File: src/rtl/idma_wr_cmd_gen_if.sv
// -----------------------------------------------------------------------------
// idma_wr_cmd_gen_if
// Write-request bus between the iDMA write command generator and the
// address FIFO / write channel.
//
//   wr_req          master->slave  address-FIFO push strobe
//   wr_addr         master->slave  request byte address
//   wr_num          master->slave  request length in 256-bit words
//   wr_addr_ready   slave->master  address FIFO not full
//   write_all_done  slave->master  completion pulse from the write channel
//
// Modports: master = command generator, slave = FIFO / write-channel side.
// -----------------------------------------------------------------------------
interface idma_wr_cmd_gen_if #(
    parameter int unsigned AXI_ADDR_WID = 32
);
    logic                    wr_req;
    logic [AXI_ADDR_WID-1:0] wr_addr;
    logic [31:0]             wr_num;
    logic                    wr_addr_ready;
    logic                    write_all_done;

    modport master (
        output wr_req,
        output wr_addr,
        output wr_num,
        input  wr_addr_ready,
        input  write_all_done
    );

    modport slave (
        input  wr_req,
        input  wr_addr,
        input  wr_num,
        output wr_addr_ready,
        output write_all_done
    );
endinterface

File: src/rtl/idma_wr_cmd_gen.sv
// -----------------------------------------------------------------------------
// idma_wr_cmd_gen
// Turns a 2-D write descriptor (base, words per row, row count, row stride)
// into a stream of address-FIFO requests, one per row, then waits for the
// write channel to report completion.
//
// Build option: define IDMA_WR_CMD_4K_SPLIT_EN to split every row at each
// 4 KB address boundary (one request per piece). Undefined: one request per
// row and no split logic.
//
// Ports:
//   cclk, rst_n     clock, asynchronous active-low reset
//   cmd_valid/ready descriptor handshake (ready only in IDLE)
//   cmd_base_addr   first-row byte address (bits [4:0] ignored)
//   cmd_row_words   256-bit words per row
//   cmd_row_num     number of rows
//   cmd_row_stride  byte distance between row starts (bits [4:0] ignored)
//   cmd_abort       synchronous abort, wins over every other event
//   wr_if           write-request bus (master modport)
//   busy            not IDLE
//   cmd_done        one-cycle descriptor-complete pulse
//   cmd_err         one-cycle pulse after accepting a zero-sized descriptor
//   req_cnt         requests pushed for the current descriptor
// -----------------------------------------------------------------------------
module idma_wr_cmd_gen #(
    parameter int unsigned AXI_ADDR_WID = 32,
    parameter int unsigned ROW_CNT_WID  = 16
) (
    input  logic                    cclk,
    input  logic                    rst_n,
    input  logic                    cmd_valid,
    output logic                    cmd_ready,
    input  logic [AXI_ADDR_WID-1:0] cmd_base_addr,
    input  logic [ROW_CNT_WID-1:0]  cmd_row_words,
    input  logic [ROW_CNT_WID-1:0]  cmd_row_num,
    input  logic [AXI_ADDR_WID-1:0] cmd_row_stride,
    input  logic                    cmd_abort,
    idma_wr_cmd_gen_if.master       wr_if,
    output logic                    busy,
    output logic                    cmd_done,
    output logic                    cmd_err,
    output logic [ROW_CNT_WID-1:0]  req_cnt
);

    typedef enum logic [1:0] {
        IDLE,
        ISSUE,
        WAIT_DONE
    } state_e;

    localparam logic [AXI_ADDR_WID-1:0] WORD_MASK = AXI_ADDR_WID'(31);

    state_e                  state_q,     state_d;
    logic [AXI_ADDR_WID-1:0] row_start_q, row_start_d;
    logic [AXI_ADDR_WID-1:0] stride_q,    stride_d;
    logic [ROW_CNT_WID-1:0]  row_words_q, row_words_d;
    logic [ROW_CNT_WID-1:0]  row_num_q,   row_num_d;
    logic [ROW_CNT_WID-1:0]  row_idx_q,   row_idx_d;
    logic [ROW_CNT_WID-1:0]  req_cnt_q,   req_cnt_d;
    logic [AXI_ADDR_WID-1:0] wr_addr_q,   wr_addr_d;
    logic [31:0]             wr_num_q,    wr_num_d;
    logic                    cmd_done_q,  cmd_done_d;
    logic                    cmd_err_q,   cmd_err_d;

    logic                    push;
    logic                    last_row;
    logic [AXI_ADDR_WID-1:0] base_aligned;
    logic [AXI_ADDR_WID-1:0] next_row_addr;

`ifdef IDMA_WR_CMD_4K_SPLIT_EN
    logic [ROW_CNT_WID-1:0]  words_left_q, words_left_d;
    logic [ROW_CNT_WID-1:0]  words_after;
    logic [AXI_ADDR_WID-1:0] next_piece_addr;

    // Words that fit before the next 4 KB boundary, capped by what is left.
    function automatic logic [31:0] piece_len(input logic [11:0]            lo_addr,
                                              input logic [ROW_CNT_WID-1:0] words);
        logic [12:0] room;
        room = (13'd4096 - {1'b0, lo_addr}) >> 5;
        if (32'(words) < 32'(room)) return 32'(words);
        else                        return 32'(room);
    endfunction
`endif

    // Abort masks the push so a request is never handed over in the cycle
    // the descriptor is being dropped.
    assign push         = (state_q == ISSUE) && wr_if.wr_addr_ready && !cmd_abort;
    assign last_row     = (row_idx_q + ROW_CNT_WID'(1)) == row_num_q;
    assign base_aligned = cmd_base_addr & ~WORD_MASK;

    always_comb begin
        state_d       = state_q;
        row_start_d   = row_start_q;
        stride_d      = stride_q;
        row_words_d   = row_words_q;
        row_num_d     = row_num_q;
        row_idx_d     = row_idx_q;
        req_cnt_d     = req_cnt_q;
        wr_addr_d     = wr_addr_q;
        wr_num_d      = wr_num_q;
        cmd_done_d    = 1'b0;
        cmd_err_d     = 1'b0;
        next_row_addr = row_start_q + stride_q;
`ifdef IDMA_WR_CMD_4K_SPLIT_EN
        words_left_d    = words_left_q;
        words_after     = words_left_q - ROW_CNT_WID'(wr_num_q);
        next_piece_addr = wr_addr_q + (AXI_ADDR_WID'(wr_num_q) << 5);
`endif

        if (cmd_abort) begin
            state_d = IDLE;
        end else begin
            unique case (state_q)
                IDLE: begin
                    if (cmd_valid) begin
                        row_start_d = base_aligned;
                        stride_d    = cmd_row_stride & ~WORD_MASK;
                        row_words_d = cmd_row_words;
                        row_num_d   = cmd_row_num;
                        row_idx_d   = '0;
                        req_cnt_d   = '0;
                        if ((cmd_row_words != '0) && (cmd_row_num != '0)) begin
                            state_d   = ISSUE;
                            wr_addr_d = base_aligned;
`ifdef IDMA_WR_CMD_4K_SPLIT_EN
                            wr_num_d     = piece_len(base_aligned[11:0], cmd_row_words);
                            words_left_d = cmd_row_words;
`else
                            wr_num_d  = 32'(cmd_row_words);
`endif
                        end else begin
                            cmd_err_d = 1'b1;
                        end
                    end
                end

                ISSUE: begin
                    if (push) begin
                        req_cnt_d = req_cnt_q + ROW_CNT_WID'(1);
`ifdef IDMA_WR_CMD_4K_SPLIT_EN
                        if (words_after != '0) begin
                            // Row continues at the 4 KB boundary just reached.
                            wr_addr_d    = next_piece_addr;
                            words_left_d = words_after;
                            wr_num_d     = piece_len(next_piece_addr[11:0], words_after);
                        end else
`endif
                        if (last_row) begin
                            state_d = WAIT_DONE;
                        end else begin
                            row_idx_d   = row_idx_q + ROW_CNT_WID'(1);
                            row_start_d = next_row_addr;
                            wr_addr_d   = next_row_addr;
`ifdef IDMA_WR_CMD_4K_SPLIT_EN
                            words_left_d = row_words_q;
                            wr_num_d     = piece_len(next_row_addr[11:0], row_words_q);
`endif
                        end
                    end
                end

                WAIT_DONE: begin
                    if (wr_if.write_all_done) begin
                        state_d    = IDLE;
                        cmd_done_d = 1'b1;
                    end
                end

                default: state_d = IDLE;
            endcase
        end
    end

    always_ff @(posedge cclk or negedge rst_n) begin
        if (!rst_n) begin
            state_q     <= IDLE;
            row_start_q <= '0;
            stride_q    <= '0;
            row_words_q <= '0;
            row_num_q   <= '0;
            row_idx_q   <= '0;
            req_cnt_q   <= '0;
            wr_addr_q   <= '0;
            wr_num_q    <= '0;
            cmd_done_q  <= 1'b0;
            cmd_err_q   <= 1'b0;
        end else begin
            state_q     <= state_d;
            row_start_q <= row_start_d;
            stride_q    <= stride_d;
            row_words_q <= row_words_d;
            row_num_q   <= row_num_d;
            row_idx_q   <= row_idx_d;
            req_cnt_q   <= req_cnt_d;
            wr_addr_q   <= wr_addr_d;
            wr_num_q    <= wr_num_d;
            cmd_done_q  <= cmd_done_d;
            cmd_err_q   <= cmd_err_d;
        end
    end

`ifdef IDMA_WR_CMD_4K_SPLIT_EN
    always_ff @(posedge cclk or negedge rst_n) begin
        if (!rst_n) words_left_q <= '0;
        else        words_left_q <= words_left_d;
    end
`endif

    assign cmd_ready      = (state_q == IDLE);
    assign busy           = (state_q != IDLE);
    assign cmd_done       = cmd_done_q;
    assign cmd_err        = cmd_err_q;
    assign req_cnt        = req_cnt_q;
    assign wr_if.wr_req   = push;
    assign wr_if.wr_addr  = wr_addr_q;
    assign wr_if.wr_num   = wr_num_q;

endmodule

File: src/flat_wrapper.sv
// flat-port wrapper written by rule: the top's interface ports become plain ports
module idma_wr_cmd_gen_flat 
#(
    parameter int unsigned AXI_ADDR_WID = 32,
    parameter int unsigned ROW_CNT_WID  = 16
)
  (cclk, rst_n, cmd_valid, cmd_ready, cmd_base_addr, cmd_row_words, cmd_row_num, cmd_row_stride, cmd_abort, busy, cmd_done, cmd_err, req_cnt, wr_if_wr_req, wr_if_wr_addr, wr_if_wr_num, wr_if_wr_addr_ready, wr_if_write_all_done);
  idma_wr_cmd_gen_if #(.AXI_ADDR_WID(AXI_ADDR_WID)) wr_if_i ();
  input  logic cclk;
  input  logic rst_n;
  input  logic cmd_valid;
  output logic cmd_ready;
  input  logic [AXI_ADDR_WID-1:0] cmd_base_addr;
  input  logic [ROW_CNT_WID-1:0] cmd_row_words;
  input  logic [ROW_CNT_WID-1:0] cmd_row_num;
  input  logic [AXI_ADDR_WID-1:0] cmd_row_stride;
  input  logic cmd_abort;
  output logic busy;
  output logic cmd_done;
  output logic cmd_err;
  output logic [ROW_CNT_WID-1:0] req_cnt;
  output wire logic [$bits(wr_if_i.wr_req)-1:0] wr_if_wr_req;
  output wire logic [$bits(wr_if_i.wr_addr)-1:0] wr_if_wr_addr;
  output wire logic [$bits(wr_if_i.wr_num)-1:0] wr_if_wr_num;
  input wire logic [$bits(wr_if_i.wr_addr_ready)-1:0] wr_if_wr_addr_ready;
  input wire logic [$bits(wr_if_i.write_all_done)-1:0] wr_if_write_all_done;
  assign wr_if_wr_req = wr_if_i.wr_req;
  assign wr_if_wr_addr = wr_if_i.wr_addr;
  assign wr_if_wr_num = wr_if_i.wr_num;
  assign wr_if_i.wr_addr_ready = wr_if_wr_addr_ready;
  assign wr_if_i.write_all_done = wr_if_write_all_done;
  idma_wr_cmd_gen #(.AXI_ADDR_WID(AXI_ADDR_WID), .ROW_CNT_WID(ROW_CNT_WID)) u_core (.cclk(cclk), .rst_n(rst_n), .cmd_valid(cmd_valid), .cmd_ready(cmd_ready), .cmd_base_addr(cmd_base_addr), .cmd_row_words(cmd_row_words), .cmd_row_num(cmd_row_num), .cmd_row_stride(cmd_row_stride), .cmd_abort(cmd_abort), .wr_if(wr_if_i), .busy(busy), .cmd_done(cmd_done), .cmd_err(cmd_err), .req_cnt(req_cnt));
endmodule
File: config.mk
export PLATFORM = sky130hd
export DESIGN_NAME = idma_wr_cmd_gen_flat
export DESIGN_NICKNAME = d
export VERILOG_FILES = /design/src/rtl/idma_wr_cmd_gen_if.sv /design/src/rtl/idma_wr_cmd_gen.sv /design/src/flat_wrapper.sv
export SDC_FILE = /design/constraint.sdc
export NUM_CORES = 1
export LEC_CHECK = 0
export BUFFER_PORTS_ARGS = -buffer_cell sky130_fd_sc_hd__buf_2
export CORE_ASPECT_RATIO = 1.4
export CORE_UTILIZATION = 35
export CTS_CLUSTER_DIAMETER = 80
export DETAILED_ROUTE_END_ITERATION = 6
export PLACE_DENSITY = 0.63
export SLEW_MARGIN = 0
export SYNTH_ARGS = -nofsm -noshare
export SYNTH_HDL_FRONTEND = slang
export SYNTH_SLANG_ARGS = --single-unit
File: constraint.sdc
create_clock -name cclk -period 5.8 [get_ports cclk]
set_input_delay 1.74 -clock cclk [delete_from_list [all_inputs] [get_ports cclk]]
set_output_delay 1.74 -clock cclk [all_outputs]
set_load 0.005 [all_outputs]
==> metrics <==
area leader, netlist=dfrtp_1; Gate Count Post-Synth=859; PostCTS Resize Cnt=0; clock root cell=clkbuf_16; Cell Pwr Density=459 nW/um^2; Sink Count=159; xor-xnor portion of the synthesized cell area=4.98%; Post-CTS Setup Bufs=0; Worst EP required=4.06 ns; maximum clock insertion buffer count=2; critical path launch point=wr_if_wr_addr_ready; P_sw=0.00172 W; CTS clk-pin slew, worst paths=0.06 ns; row count=67; port buffer count=160; Clk pwr share=23.8%; Yosys top cell area share=46.2%; Tmin final=4.39 ns; Post-synth EDFFs=0; setup TNS=0 ns; r2r setup slk=1.84 ns; layout cells sized above 1=27.3%; Via Count=6804; gp weighted congestion=0.798; Distinct cells, synth=61; Ys Warns=0; Worst Hold Launch=u_core.wr_if.wr_addr[1]$_DFFE_PN0P_; Routed Antenna Nets=0; Num CTS Buffers=17; DIE HEIGHT=188 um; Pleak=4.82 nW; post-cts hold buffer count=0; Simple-Gate Fraction of Synth Area=15.6%; area share of fa/ha/maj cells after synthesis=4.30%; Hold WS=0.472 ns; Slew Viols, Final=0; Multi-input gate area=4360 sq um; crit end category=primary output; Ant. Diodes=0; final setup fails=0; core box area=24100 sq um; Max Fanout on Critical Path=6; Worst Tran Pin Value=0.877 ns; Setup crit start kind=input port; RSZ-0062 raised after global routing=false; Worst slew margin=41.5%; CTS tree=done; vias per inst=5.14; top_reg_cell synth=dfrtp_1; final WL=21.9 mm; Final #Nets=1134; MaxCap Viol Count=0; Post-Syn Area=8610 sq um; drt pass-1 iters=6; status=completed; min-delay worst type=flip-flop to flip-flop; Die W=135 um; die area=25200 sq um; grt ovf=0; DRC viols=0; top post-synthesis cells by area=dfrtp_1 (46%), mux2_2 (8.2%), o21ai_0 (5.0%); Max VDD drop=0.000214 V; CP arrival=2.65 ns; area grow syn2layout=18.8%; clock skew=0.00908 ns; f_max=0.228 GHz; asr flop ratio synth=100%; largest family of logic cells by synthesized area=simple AND/OR/NAND/NOR gates; Compound-Gate Fraction of Synth Area=14.9%; Seq/Total Area, Yosys=46.2%; Final period util=75.7%; Fill cells=2359; WL per Instance=16.5 um; vias in the first global route=6906; initial DRC count=376; global-route wire length before repair=36.1 mm; sw frac=36.7%; Reg area=3980 sq um; Avg Inst Size Synth=10.0 sq um; Logic pwr share=41.2%; Initial Util=35.8%; Worst-Skew Late Latency=0.43 ns; Worst Setup Path Type=input port to primary output; P_int=0.00297 W; GRT Total Usage=18.4%; largest net degree at the start of global routing=93; DP Wirelength=15.8 mm; # IOs=187; Yosys reg bits=159; Hold Vio Cnt, Final=0; H-tree depth=4; Crit Reg-Reg Startpoint=u_core.row_idx_q[0]$_DFFE_PN0P_; sequential power share=35.0%; post-synthesis mux area share=9.86%; initial antenna violation count=1
## layout by cell type (no fill, tap or decap), drive strengths merged, types with 16 or more instances in the layout
| cell type | count |
|---|---|
| mux2 | 63 |
| a21oi | 51 |
| dfrtp | 159 |
| o21ai | 88 |
| nand4 | 16 |
| clkbuf | 23 |
| nor2 | 43 |
| conb | 16 |
| a21o | 16 |
| xor2 | 18 |
| nand3 | 26 |
| xnor2 | 31 |
| nand2 | 106 |
| buf | 169 |
| ha | 28 |
## cell type report
cell class / instances / share of cell area, %
tap: 310 / 3.79
clock buffer: 23 / 4.67
sequential: 159 / 38.9
inverter: 12 / 0.440
timing repair buffer: 169 / 8.54
multi-input combinational: 644 / 42.6
clock inverter: 8 / 1.05
## synth_stat cells (7+ instances only)
master	n
dfrtp_1	159
nand2_1	106
o21ai_0	86
mux2_2	63
a21oi_1	51
nor2_1	43
xnor2_1	31
clkbuf_1	28
ha_1	28
nand3_1	24
xor2_1	18
a21o_1	16
buf_4	16
and3_1	14
buf_2	14
mux2i_1	14
nand4_1	13
inv_1	12
nor4_1	11
a31oi_1	9
and2_1	9
nor3_1	9
o211ai_1	7
## kinds of logic after synthesis
kind of cell               Yosys count
xor gates and xnor gates            49
AOI/OAI and AO/OA                  208
muxes                               77
buffers and inverters               71
and+or+nand+nor                    265
adders and majority gates           29
DFF                                159
other                                1
## through the flow
step	setup WS [ns]	power [W]	cells	util, %	cell area, sq um
floorplan	1.13	0.00303	874	-	8670
global placement	1.42	0.00357	1294	40.1	9650
detailed placement	1.41	0.00360	1294	40.1	9650
CTS	1.39	0.00475	1325	42.5	10200
global route	1.32	0.00505	1325	42.5	10200
finish	1.41	0.00469	1325	42.5	10200
## power by group through the flow
stage	logic [W]	registers [W]	clock network (W)
floorplan	0.00141	0.00162	0
global placement	0.00192	0.00165	0
detailed placement	0.00194	0.00166	0
CTS	0.00195	0.00165	0.00115
global route	0.00217	0.00169	0.00119
finish	0.00193	0.00164	0.00112
## critical path, cell delays in order
cell and delay [ns]:
buf_2 0.09, mux2i_1 0.08, nor3_1 0.25, nand2_1 0.24
inv_1 0.12, buf_2 0.12
## per-layer routing
layer  vias to the layer above  wire length, um  track usage (%)  part of all wire, %
met5                         -                8                0                0.037
met4                         2              314             6.01                  1.4
met3                        18              804             3.68                  3.7
met2                       147            11500             32.7                   52
met1                      3285             9300             22.1                   42
li1                       3352                -                -                    -
## final timing paths
| path | endpoint | depth (start not counted) |
|---|---|---|
| setup / recovery | wr_if_wr_req | 6 |
| hold / removal | u_core.wr_if.wr_addr[1]$_DFFE_PN0P_ | 2 |
| setup reg to reg | u_core.row_start_q[17]$_DFFE_PN0P_ | 9 |
| hold reg to reg | u_core.wr_if.wr_addr[1]$_DFFE_PN0P_ | 2 |
| max in group asynchronous | u_core.row_start_q[17]$_DFFE_PN0P_ | 2 |
| min in group asynchronous | u_core.row_num_q[3]$_DFFE_PN0P_ | 1 |
## sequential cells by signal (all words and copies together) (netlist names), 2 cells and up
name,cells
u_core.req_cnt,16
u_core.wr_if.wr_addr,32
u_core.state_q,2
u_core.stride_q,27
u_core.row_start_q,32
u_core.wr_if.wr_num,16
u_core.row_idx_q,16
u_core.row_num_q,16
No activity file was read; power rests on OpenSTA's default activity.
